[src/rtl/forward_ctrl.sv]
// Forwarding and load-use hazard control for a 5-stage pipeline.
// Tracks the EX/MEM/WB producers and picks ALU operand sources one cycle ahead.
module forward_ctrl #(
  parameter int REG_BITS = 3
) (
  input  logic                clk,
  input  logic                rst,
  input  logic                id_valid,
  input  logic [REG_BITS-1:0] id_rs,
  input  logic [REG_BITS-1:0] id_rt,
  input  logic                id_rs_used,
  input  logic                id_rt_used,
  input  logic                id_wr_en,
  input  logic [REG_BITS-1:0] id_wr_reg,
  input  logic                id_is_load,
  input  logic                flush,
  input  logic [15:0]         writedata,
  output logic [1:0]          frwrd_alu1,
  output logic [1:0]          frwrd_alu2,
  output logic [15:0]         writedata_prev,
  output logic                stall
);

  localparam logic [1:0] SEL_RF  = 2'd0;
  localparam logic [1:0] SEL_WD  = 2'd1;
  localparam logic [1:0] SEL_XM  = 2'd2;
  localparam logic [1:0] SEL_WDP = 2'd3;

  logic                ex_valid_q, ex_wr_en_q, ex_is_load_q;
  logic [REG_BITS-1:0] ex_dest_q;
  logic                mem_valid_q, mem_wr_en_q, mem_is_load_q;
  logic [REG_BITS-1:0] mem_dest_q;
  logic                wb_valid_q, wb_wr_en_q, wb_is_load_q;
  logic [REG_BITS-1:0] wb_dest_q;

  logic                ex_valid_d, ex_wr_en_d, ex_is_load_d;
  logic [REG_BITS-1:0] ex_dest_d;
  logic [15:0]         writedata_prev_q, writedata_prev_d;

  logic       bubble;
  logic [1:0] ex_load_hit;
  logic [1:0] sel_vec [2];

  // One select per ALU operand: index 0 is rs/data1, index 1 is rt/data2.
  for (genvar gi = 0; gi < 2; gi++) begin : g_src
    logic [REG_BITS-1:0] idx;
    logic                used;
    logic                hit_ex, hit_mem, hit_wb;
    logic [1:0]          sel_d, sel_q;

    assign idx     = (gi == 0) ? id_rs : id_rt;
    assign used    = (gi == 0) ? id_rs_used : id_rt_used;
    assign hit_ex  = ex_valid_q  & ex_wr_en_q  & (ex_dest_q  == idx);
    assign hit_mem = mem_valid_q & mem_wr_en_q & (mem_dest_q == idx);
    assign hit_wb  = wb_valid_q  & wb_wr_en_q  & (wb_dest_q  == idx);
    assign ex_load_hit[gi] = used & hit_ex & ex_is_load_q;

    // Youngest producer wins; a bubble entering EX has no operands to forward.
    always_comb begin
      sel_d = SEL_RF;
      if (used && !bubble) begin
        if (hit_ex)       sel_d = SEL_XM;
        else if (hit_mem) sel_d = SEL_WD;
        else if (hit_wb)  sel_d = SEL_WDP;
      end
    end

    always_ff @(posedge clk or posedge rst) begin
      if (rst) sel_q <= SEL_RF;
      else     sel_q <= sel_d;
    end

    assign sel_vec[gi] = sel_q;
  end

  assign stall  = !rst & id_valid & !flush & ex_valid_q & ex_wr_en_q & (|ex_load_hit);
  assign bubble = stall | flush | !id_valid;

  always_comb begin
    ex_valid_d   = !bubble;
    ex_wr_en_d   = id_wr_en;
    ex_dest_d    = id_wr_reg;
    ex_is_load_d = id_is_load;
  end

  always_comb begin
    writedata_prev_d = writedata_prev_q;
    if (wb_valid_q && wb_wr_en_q) writedata_prev_d = writedata;
  end

  always_ff @(posedge clk or posedge rst) begin
    if (rst) begin
      ex_valid_q       <= 1'b0;
      ex_wr_en_q       <= 1'b0;
      ex_dest_q        <= '0;
      ex_is_load_q     <= 1'b0;
      mem_valid_q      <= 1'b0;
      mem_wr_en_q      <= 1'b0;
      mem_dest_q       <= '0;
      mem_is_load_q    <= 1'b0;
      wb_valid_q       <= 1'b0;
      wb_wr_en_q       <= 1'b0;
      wb_dest_q        <= '0;
      wb_is_load_q     <= 1'b0;
      writedata_prev_q <= 16'h0000;
    end else begin
      wb_valid_q       <= mem_valid_q;
      wb_wr_en_q       <= mem_wr_en_q;
      wb_dest_q        <= mem_dest_q;
      wb_is_load_q     <= mem_is_load_q;
      mem_valid_q      <= ex_valid_q;
      mem_wr_en_q      <= ex_wr_en_q;
      mem_dest_q       <= ex_dest_q;
      mem_is_load_q    <= ex_is_load_q;
      ex_valid_q       <= ex_valid_d;
      ex_wr_en_q       <= ex_wr_en_d;
      ex_dest_q        <= ex_dest_d;
      ex_is_load_q     <= ex_is_load_d;
      writedata_prev_q <= writedata_prev_d;
    end
  end

  assign frwrd_alu1     = sel_vec[0];
  assign frwrd_alu2     = sel_vec[1];
  assign writedata_prev = writedata_prev_q;

endmodule

[config.mk]
export PLATFORM = sky130hd
export DESIGN_NAME = forward_ctrl
export DESIGN_NICKNAME = d
export VERILOG_FILES = /design/src/rtl/forward_ctrl.sv
export SDC_FILE = /design/constraint.sdc
export NUM_CORES = 1
export LEC_CHECK = 0
export CORE_MARGIN = 2
export CORE_UTILIZATION = 30
export DETAILED_ROUTE_END_ITERATION = 6
export PLACE_DENSITY_LB_ADDON = 0.2
export SLEW_MARGIN = 20
export SYNTH_ARGS = -nofsm -noshare
export SYNTH_HDL_FRONTEND = slang
export SYNTH_SLANG_ARGS = --single-unit
[constraint.sdc]
create_clock -name clk -period 2.1 [get_ports clk]
set_input_delay 0.21 -clock clk [delete_from_list [all_inputs] [get_ports clk]]
set_output_delay 0.21 -clock clk [all_outputs]
set_load 0.005 [all_outputs]
=== Word-level counts from Yosys, hierarchy flattened ===
Index checks and enable logic that the tools add are counted.

* Multipliers: 0
* Mux-type cells: 8
* Shifts and indexed selects: 0
* Div/mod/pow operators: 0
* $lt $le $gt $ge: 0
* Reductions and logical operators: 8
* Bitwise gates (word level): 20
* Equal/unequal tests: 6
* Add/subtract/negate cells: 0

{| class="wikitable"
|+ Operators by type and width
! kind !! number
|-
| AND 1 bit || 18
|-
| == test 3 bit || 6
|-
| 2-to-1 mux 2 bit || 8
|-
| logical NOT 1 bit || 4
|-
| logical AND 1 bit || 3
|-
| bitwise OR 1 bit || 2
|-
| OR reduction 2 bit || 1
|}

* Memories: 0
* RAM bits: 0
* Output and inout port bits: 21
* Word-level logic and storage cells: 55
* Flip-flop bits (word level): 36
* Input bits: 33
* Memory bits (read-only): 0
* Latch bits: 0

=== Longest topological paths before layout ===
* Depth after elaboration: 11
* Mapped depth: 4
* Depth with buffers taken out: 4

=== Worst setup path after synthesis ===
OpenSTA, ideal clock, no wires.

* Kind: input to output
* Start: input rst
* End: output stall
* Path buffers: 0
* Arrival: 1,487 ps
* Path slack: 403 ps
* Stages on the path: 3
* Cell sequence: inv_1 -> nand4_1 -> nor2_1

* Longest elaborated chain between the ends: 6

{| class="wikitable"
|+ RTL lines
! element !! line !! source
|-
| start: declaration || 7 || <nowiki>input logic rst,</nowiki>
|-
| logical NOT 1 bit (no line) || -- ||
|-
| AND 1 bit (5 in series) || 76 || <nowiki>assign stall = !rst & id_valid & !flush & ex_valid_q & ex_wr_en_q & (|ex_load_hit);</nowiki>
|-
| end: declaration || 21 || <nowiki>output logic stall</nowiki>
|}

No other way between the ends.

=== Worst setup path in the final report ===
* Start: register ex_dest_q[2]
* End: register ex_valid_q

* Longest elaborated chain between the ends: 9
* Elaborated cells on any way between the ends: 13
* Those cells by class: 2 x eq/ne; 9 x bitwise; 2 x reduce/logical

{| class="wikitable"
|+ RTL lines
! element !! line !! source
|-
| start: declaration || 30 || <nowiki>logic [REG_BITS-1:0] ex_dest_q;</nowiki>
|-
| start signal: assignment || 117 || <nowiki>ex_dest_q <= ex_dest_d;</nowiki>
|-
| == test 3 bit || 53 || <nowiki>assign hit_ex = ex_valid_q & ex_wr_en_q & (ex_dest_q == idx);</nowiki>
|-
| AND 1 bit || 53 ||
|-
| AND 1 bit (2 in series) || 56 || <nowiki>assign ex_load_hit[gi] = used & hit_ex & ex_is_load_q;</nowiki>
|-
| OR reduction 2 bit * || 76 ||
|-
| AND 1 bit * || 76 ||
|-
| bitwise OR 1 bit * (2 in series) || 77 || <nowiki>assign bubble = stall | flush | !id_valid;</nowiki>
|-
| logical NOT 1 bit * || 80 || <nowiki>ex_valid_d = !bubble;</nowiki>
|-
| named net ex_valid_d || 36 || <nowiki>logic ex_valid_d, ex_wr_en_d, ex_is_load_d;</nowiki>
|-
| end signal: assignment || 115 || <nowiki>ex_valid_q <= ex_valid_d;</nowiki>
|-
| end: declaration || 29 || <nowiki>logic ex_valid_q, ex_wr_en_q, ex_is_load_q;</nowiki>
|}

Mark *: on every way through the listed nets, which the timed path passes. The rest lies on a longest branch.
A chain may end at the register's enable or synchronous reset.

==> results.sh <==
export IMPL_post_dp_hpwl_mm=2.29
export IMPL_num_rows=25
export IMPL_syn_num_nets=133
export IMPL_drt_pass1_iterations=4
export IMPL_cap_violations=0
export IMPL_place_area_um2=2120
export IMPL_crit_type="register to register"
export IMPL_ff2ff_path_depth=10
export IMPL_dieArea_um2=5380
export IMPL_cts_buffers=5
export IMPL_syn_cell_area_um2=1440
export IMPL_yosysUniqueCellTypes=22
export IMPL_clock_skew_ps=2.60
export IMPL_grt_pass1_wl_mm=5.03
export IMPL_io_buffers=53
export IMPL_postSynthCellCount=100
export IMPL_drc=0
export IMPL_ys_seq_area_share_pct=62.4
export IMPL_clock_sinks=36
export IMPL_clock_path_buffers=2
export IMPL_initial_core_util_pct=30.8
export IMPL_grt_pass1_vias=1080
export IMPL_startpoint_type="register"
export IMPL_dr_first_iter_drc_count=20
export IMPL_p_leak_nw=0.970
export IMPL_reg2reg_from="ex_dest_q[2]$_DFF_PP0_"
export IMPL_cp_required_ps=2270
export IMPL_fillCellCount=406
export IMPL_r2r_slack_ps=150
export IMPL_clock_root_buffer="clkbuf_8"
export IMPL_grt_util_all_layers_pct=12.7
export IMPL_path_max_fanout=3
export IMPL_hold_violations=0
export IMPL_syn2layout_area_growth_pct=58.0
export IMPL_post_route_period_util_pct=93.1
export IMPL_worstMarginPinSlew_ps=454
export IMPL_routabilityCongestion=0.811
export IMPL_min_period_ps=1950
export IMPL_postCtsHoldBufs=0
export IMPL_cts_clk_slew_worst_paths_ps=60
export IMPL_critPathLaunch="ex_dest_q[2]$_DFF_PP0_"
export IMPL_holdWs_ps=361
export IMPL_status="finished, final reports clean"
export IMPL_drt_vias_per_instance=4.59
export IMPL_layout_drive_gt1_share_pct=28.1
export IMPL_grt_start_max_net_pins=37
export IMPL_regArea_um2=901
export IMPL_cp_data_arrival_time_ps=2130
export IMPL_antenna_found_initial=0
export IMPL_wl_per_cell_um=13.2
export IMPL_syn_area_per_cell_um2=14.4
export IMPL_overflow=0
export IMPL_ys_ff_latch=36
export IMPL_irDropWorstVdd_mv=0.306
export IMPL_multi_input_area_um2=541
export IMPL_yosys_warnings=0
export IMPL_core_um2=4690
export IMPL_slew_headroom_pct=69.7
export IMPL_io_pins=54
export IMPL_cts_tree="yes"
export IMPL_critPathCapture="ex_valid_q$_DFF_PP0_"
export IMPL_reg2reg_to="ex_valid_q$_DFF_PP0_"
export IMPL_design_area_um2=2280
export IMPL_routed_wl_mm=3.07
export IMPL_cp_end_kind="register"
export IMPL_final_nets=211
export IMPL_die_height_um=73.4
export IMPL_clk_latency_ps=280
export IMPL_final_max_slew_viol_count=0
export IMPL_die_w_um=73.4
export IMPL_htreeDepth=2
export IMPL_via_count=1065
export IMPL_hold_class="primary input to register"
export IMPL_setup_viol=0
export IMPL_postRouteAntennaNets=0
export IMPL_max_freq_mhz=512
export IMPL_diodes=0
export IMPL_p_per_area_nw_per_um2=722
-- critical path: stages, from the launching register on --
cell     delay, ps
dfrtp_1        410
xor2_1         160
nor4_2         260
buf_4          170
a22oi_2         80
buf_4          160
buf_4          120
buf_4          110
buf_4          120
buf_4          120
o21a_1         150
-- cell type report --
| type | count | area share, % |
|---|---|---|
| inverter | 1 | 0.165 |
| clock buffer | 7 | 4.22 |
| sequential | 36 | 39.5 |
| tap | 54 | 2.96 |
| timing repair buffer | 72 | 29.5 |
| multi-input combinational | 62 | 23.7 |
-- per-stage QoR --
step	worst slack, ps	util [%]	setup TNS, ps	std cells	total power, W
6_report	146	48.6	0	232	0.00165
5_1_grt	-7.76	48.6	-7.76	232	0.00175
4_1_cts	-98.1	48.5	-98.1	232	0.00167
3_5_place_dp	-94.8	45.2	-94.8	217	0.00115
3_3_place_gp	-3.52	45.2	-3.52	217	0.00114
2_1_floorplan	403	-	0	100	0.000923
-- timing repair --
item | 4_1_cts | 5_1_grt
resized for setup | 1 | 1
pin swaps | 4 | 3
setup endpoints to repair | 1 | 2
buffers inserted | 8 | 2
-- cells in the final DEF, fill, tap and decap left out --
cell type and count:
a21oi_2 1, o21a_1 1, nand2_2 1, nand2_1 6
xor2_1 18, nor2b_1 1, or4_1 3, or3b_1 2
a22oi_2 1, a211oi_1 2, or4_4 1, and2_1 1
dlygate4sd2_1 1, nor2_1 1, clkdlybuf4s50_1 52, and4_1 1
dfrtp_1 36, nor4_2 2, buf_4 19, a21oi_1 1
nand4_1 1, mux2_2 16, clkbuf_8 7, a31o_2 2
inv_1 1
-- cells in the mapped netlist --
cell type | n | area, um^2
mux2_2 | 16 | 180
and4_1 | 1 | 8.76
buf_1 | 1 | 3.75
inv_1 | 1 | 3.75
a22oi_1 | 1 | 7.51
or4_4 | 1 | 11.3
or3b_1 | 2 | 17.5
o21a_1 | 1 | 7.51
dfrtp_1 | 36 | 901
nand4_1 | 1 | 6.26
nor2b_1 | 1 | 6.26
xor2_1 | 18 | 158
nand2_2 | 1 | 6.26
a211oi_1 | 2 | 15.0
a21oi_2 | 1 | 8.76
or4_1 | 3 | 22.5
a21oi_1 | 1 | 5.00
nor4_2 | 2 | 25.0
a31o_2 | 2 | 17.5
and2_1 | 1 | 6.26
nor2_1 | 1 | 3.75
nand2_1 | 6 | 22.5
-- layer usage --
| layer | share of wire, % | wire, um | vias to the layer above | track usage [%] |
|---|---|---|---|---|
| met5 | 0 | 0 | - | 0 |
| met4 | 1.7 | 52 | 0 | 4.85 |
| met3 | 4.5 | 138 | 6 | 4.53 |
| met2 | 54 | 1660 | 30 | 22.0 |
| met1 | 40 | 1220 | 520 | 14.3 |
| li1 | - | - | 509 | - |
-- worst min path at each step --
stage	slack [ps]	from	depth (start not counted)	end
floorplan	240	id_wr_reg[0]	0	ex_dest_q[0]$_DFF_PP0_
global placement	360	mem_wr_en_q$_DFF_PP0_	0	wb_wr_en_q$_DFF_PP0_
detailed placement	360	mem_wr_en_q$_DFF_PP0_	0	wb_wr_en_q$_DFF_PP0_
CTS	350	id_wr_reg[0]	1	ex_dest_q[0]$_DFF_PP0_
global route	350	id_is_load	1	ex_is_load_q$_DFF_PP0_
finish	360	id_wr_reg[1]	1	ex_dest_q[1]$_DFF_PP0_
-- logic make-up (layout without fill, tap and decap cells) --
kind of cell    Yosys count  after routing  synth area share, %
flops                    36             36                 62.4
simple gates             20             20                 9.45
xor+xnor                 18             18                 10.9
mux                      16             16                 12.5
compound gates            8              8                 4.25
buf+inv                   2             80                0.519
-- flip-flops by register name (all words and copies together), names as in the netlist, 2 cells and up --
name,count
ex_dest_q,3
frwrd_alu1,2
writedata_prev,16
mem_dest_q,3
wb_dest_q,3
frwrd_alu2,2
-- where the power goes --
| part | total [W] | internal [W] | switching [W] |
|---|---|---|---|
| registers | 0.000805 | 0.000768 | 0.0000374 |
| logic | 0.000325 | 0.000227 | 0.0000985 |
| clock network | 0.000517 | 0.000292 | 0.000225 |
Note: power is estimated with default switching activity, not from simulation.
==> patch 1 (same flow settings) <==
The parameter `REG_BITS` goes from 3 to 6.
--- a/src/rtl/forward_ctrl.sv
+++ b/src/rtl/forward_ctrl.sv
@@ -1,7 +1,7 @@
 // Forwarding and load-use hazard control for a 5-stage pipeline.
 // Tracks the EX/MEM/WB producers and picks ALU operand sources one cycle ahead.
 module forward_ctrl #(
-  parameter int REG_BITS = 3
+  parameter int REG_BITS = 6
 ) (
   input  logic                clk,
   input  logic                rst,
Ports: changed (resized id_rs, id_rt and id_wr_reg); port bits go from 54 to 63. No check against the original RTL was run, so the function may have changed too.
==> patch 1 against the unedited design <==
  * The flow now finishes with violations (setup timing)
  * Via count grew 27%
  * Sequential power rose by 24%
  * Maximum frequency down 10%
  * Sequential cell count grew 9
  * Routed wire length increased by 36%
  * Power increased by 16%
  * Global-route usage rose by 0.078 points
  * Synthesized area increased by 31%
  * Setup slack worse by 0.22 ns
  * Cell area up 27%
==> patch 1: results (changes against the unedited design) <==
| Metric | Value |
|---|---|
| Outcome | finished with violations |
| Violated checks | setup timing |
| Tightest Hold Check Type | input pin to asynchronous set/reset pin |
| Non-clock buffer count | 88 (+22%) |
| Measured slew at the worst slew-check pin | 0.6483 ns (+0.1942 ns) |
| Clock buf/inv share | 2.853% (-1.4 points) |
| Seq/total area | 38.91% (-0.58 points) |
| Synthesized Nets | 178 (+34%) |
| Clk_buf instances | 6 (-1) |
| Arrival time at the worst endpoint | 1.97 ns (-0.16 ns) |
| Hold WS | 0.2822 ns (-0.07928 ns) |
| Final-layout non-clock buffer area share | 28.58% (-0.88 points) |
| Fraction of area in multi-input gates | 26.29% (+2.6 points) |
| GR met3 Demand/Resource | 3.777% (-0.75 points) |
| Setup crit end | stall |
| Final setup fails | 1 (+1) |
| RePlAce Congestion | 0.8178 (+0.89%) |
| Fin worst setup slack | -0.07682 ns (-0.2227 ns) |
| Layout Cells excl Fill | 306 (+32%) |
| Met3 wire length | 145 um (+5.1%) |
| Register-to-Register Setup Slack | 0.13 ns (-0.02 ns) |
| I/O Buffers | 62 (+17%) |
| # fillers | 543 (+34%) |
| Resized cells post-CTS | 6 (+5) |
| Peak supply drop | 0.0002927 V (-4.4%) |
| M2 GR Usage | 21.11% (-0.91 points) |
| Setup Buffers After CTS | 3 (-5) |
patch 1: cell count changes in the layout (fill, tap and decap cells not counted), moves of 3 or more:
cell             before  now
xor2_1               18   29
xnor2_1               0    7
or4_1                 3    0
dfrtp_1              36   45
clkdlybuf4s50_1      52   61
buf_4                19   24
nor4_1                0    4
patch 1: critical path, cell delays in order, from the launching register on:
cell	delay, ns
dfrtp_1	0.42
buf_6	0.13
xor2_1	0.15
or4_4	0.49
nor4_4	0.17
a22oi_2	0.09
nor2_1	0.10
buf_2	0.12
patch 1: power by group through the flow:
stage,Sequential (W),Combinational (W),Clock (W)
after CTS,0.000998,0.000418,0.000534
final,0.000997,0.000411,0.000504
after detailed placement,0.00102,0.000413,0
after global placement,0.00101,0.000410,0
after global routing,0.00101,0.000441,0.000566
after floorplan,0.00102,0.000134,0
patch 1: kinds of logic after synthesis:
group,Yosys count
and+or+nand+nor,28
DFF,45
xor gates and xnor gates,36
buffers and inverters,2
muxes,16
AOI/OAI and AO/OA,9
==> patch 2 (same flow settings) <==
Made on the original files. `writedata_prev_q` no longer has a reset.
--- a/src/rtl/forward_ctrl.sv
+++ b/src/rtl/forward_ctrl.sv
@@ -102,7 +102,6 @@
       wb_wr_en_q       <= 1'b0;
       wb_dest_q        <= '0;
       wb_is_load_q     <= 1'b0;
-      writedata_prev_q <= 16'h0000;
     end else begin
       wb_valid_q       <= mem_valid_q;
       wb_wr_en_q       <= mem_wr_en_q;
@@ -116,8 +115,11 @@
       ex_wr_en_q       <= ex_wr_en_d;
       ex_dest_q        <= ex_dest_d;
       ex_is_load_q     <= ex_is_load_d;
-      writedata_prev_q <= writedata_prev_d;
     end
+  end
+
+  always_ff @(posedge clk) begin
+    writedata_prev_q <= writedata_prev_d;
   end
 
   assign frwrd_alu1     = sel_vec[0];
Check against the original RTL: differs if rst is asserted again (counterexample within 10 cycles, from zero or initial values and one cycle with rst high); with rst held inactive, the same outputs for 10 cycles.
==> patch 2 against the unedited design <==
  * Setup slack better by 0.061 ns
  * Routed wire length down 13%
  * Die area down 7.2%
  * Sequential cell count unchanged
  * Synthesized area down 7.6%
  * Sequential share of layout area up 6.6 points
  * Global-route usage down 1.1 points
  * Cell area down 6.8%
Power is not compared: it rests on default switching activity, and its combinational part moved more than twofold at a synthesized area within 25%.
==> patch 2: results (changes against the unedited design) <==
| Metric | Value |
|---|---|
| Outcome | completed |
| Top delay family on crit path | simple AND/OR/NAND/NOR gates |
| Tightest Hold Check Type | input pin to asynchronous set/reset pin |
| Arrival time at the worst endpoint | 1.68 ns (-0.45 ns) |
| Largest net degree at the start of global routing | 22 (-41%) |
| RePlAce Congestion | 0.7871 (-2.9%) |
| Register area share after synthesis | 73.55% (+11 points) |
| WL met1 | 1223 um (+0.66%) |
| Part of the power in the clock network | 38.6% |
| Avg WL per Cell | 12.83 um (-3.0%) |
| Register-to-Register Setup Slack | 0.66 ns (+0.51 ns) |
| Vias in the first global route | 900 (-17%) |
| Placed instance area | 2012 um2 (-5.1%) |
| Unique masters post-synth | 20 (-9.1%) |
| Hold WS | 0.2878 ns (-0.07371 ns) |
| Post-Synth XOR/XNOR Area | 11.82% (+0.90 points) |
| Post-synth top cells | dfrtp_1, edfxtp_1, xor2_1 |
| Sequential Power Share | between 50% and 60% |
| Post-synthesis adder-cell area fraction | 0% (unchanged) |
| Met3 wire length | 191 um (+38%) |
| Synth area leaders | dfrtp_1, edfxtp_1, xor2_1, xnor2_1, nor4_2 |
| Reg clk slew, reported paths | 0.07 ns |
| First-pass GRT wire length | 4402 um (-12%) |
| Detail-routed via count per cell | 4.346 (-5.3%) |
| Drt first pass iters | 3 (-1) |
| Async S/R FF share, synth | 55.56% (-44 points) |
| Post-synthesis mux area share | 0% (-12 points) |
| # fillers | 411 (+1.2%) |
| Critical path's slowest cell | dfrtp_1 |
| Compound-gate portion of the synthesized area | 4.315% (+0.069 points) |
| Number of flops mapped to enable cells by yosys | 16 (+16) |
| Synthesis Warnings | 0 (unchanged) |
| Slew HR | 81.53% (+12 points) |
| Iter 0 DRT Violations | 57 (+190%) |
| Layout cell share with drive strength beyond 1 | 15.38% (-13 points) |
| Clk_skew | 0.003540 ns (+0.0009399 ns) |
| Final HPWL DP | 2045 um (-11%) |
| Synthesized Nets | 116 (-13%) |
| WL met2 | 1210 um (-27%) |
| Gr usage total | 11.60% (-1.1 points) |
| Final nets | 188 (-11%) |
patch 2: changes by cell type after synthesis:
cell,change
a21oi_2,-1
xnor2_1,+6
a21oi_1,+1
xor2_1,-6
edfxtp_1,+16
mux2_2,-16
dfrtp_1,-16
and2_1,+1
nand4_1,+2
nand2_2,-1
buf_1,-1
or4_1,-2
patch 2: metal layers:
layer	up-vias	global-route usage, %
li1	441	-
met1	413	15.31
met2	45	17.51
met3	5	3.561
met4	0	5.660
met5	-	0
patch 2: final timing paths:
path,from,end,cells after the start
worst min-delay path,rst,ex_is_load_q$_DFF_PP0_,3
worst max register to register,ex_dest_q[0]$_DFF_PP0_,frwrd_alu1[1]$_DFF_PP0_,5
min in group clk,id_wr_reg[2],ex_dest_q[2]$_DFF_PP0_,1
worst min register to register,mem_valid_q$_DFF_PP0_,wb_valid_q$_DFF_PP0_,0
max in group asynchronous,rst,frwrd_alu1[0]$_DFF_PP0_,3
worst max-delay path,ex_dest_q[2]$_DFF_PP0_,stall,5
patch 2: stage by stage:
step                 TNS, ns  std cells  setup slack (ns)
CTS                        0        208            0.1751
detailed placement  -0.05507        199          -0.05507
floorplan                  0         83            0.5756
global placement    -0.02573        199          -0.02573
finish                     0        208            0.2066
global route               0        208           0.08527
patch 2: layout make-up:
type | instances | area (um2) | area share (%)
Sequential cell | 36 | 980.9 | 46.14
Timing Repair Buffer | 65 | 619.3 | 29.13
Multi-Input combinational cell | 46 | 349.1 | 16.42
Clock buffer | 6 | 72.57 | 3.414
Tap cell | 52 | 65.06 | 3.061
Clock inverter | 2 | 35.03 | 1.648
Inverter | 1 | 3.754 | 0.1766
patch 2: timing repair:
action / 4_1_cts / 5_1_grt
endpoints found under the setup margin: 1 / 0
resized for setup: 1 / 0
buffers inserted: 1 / 0
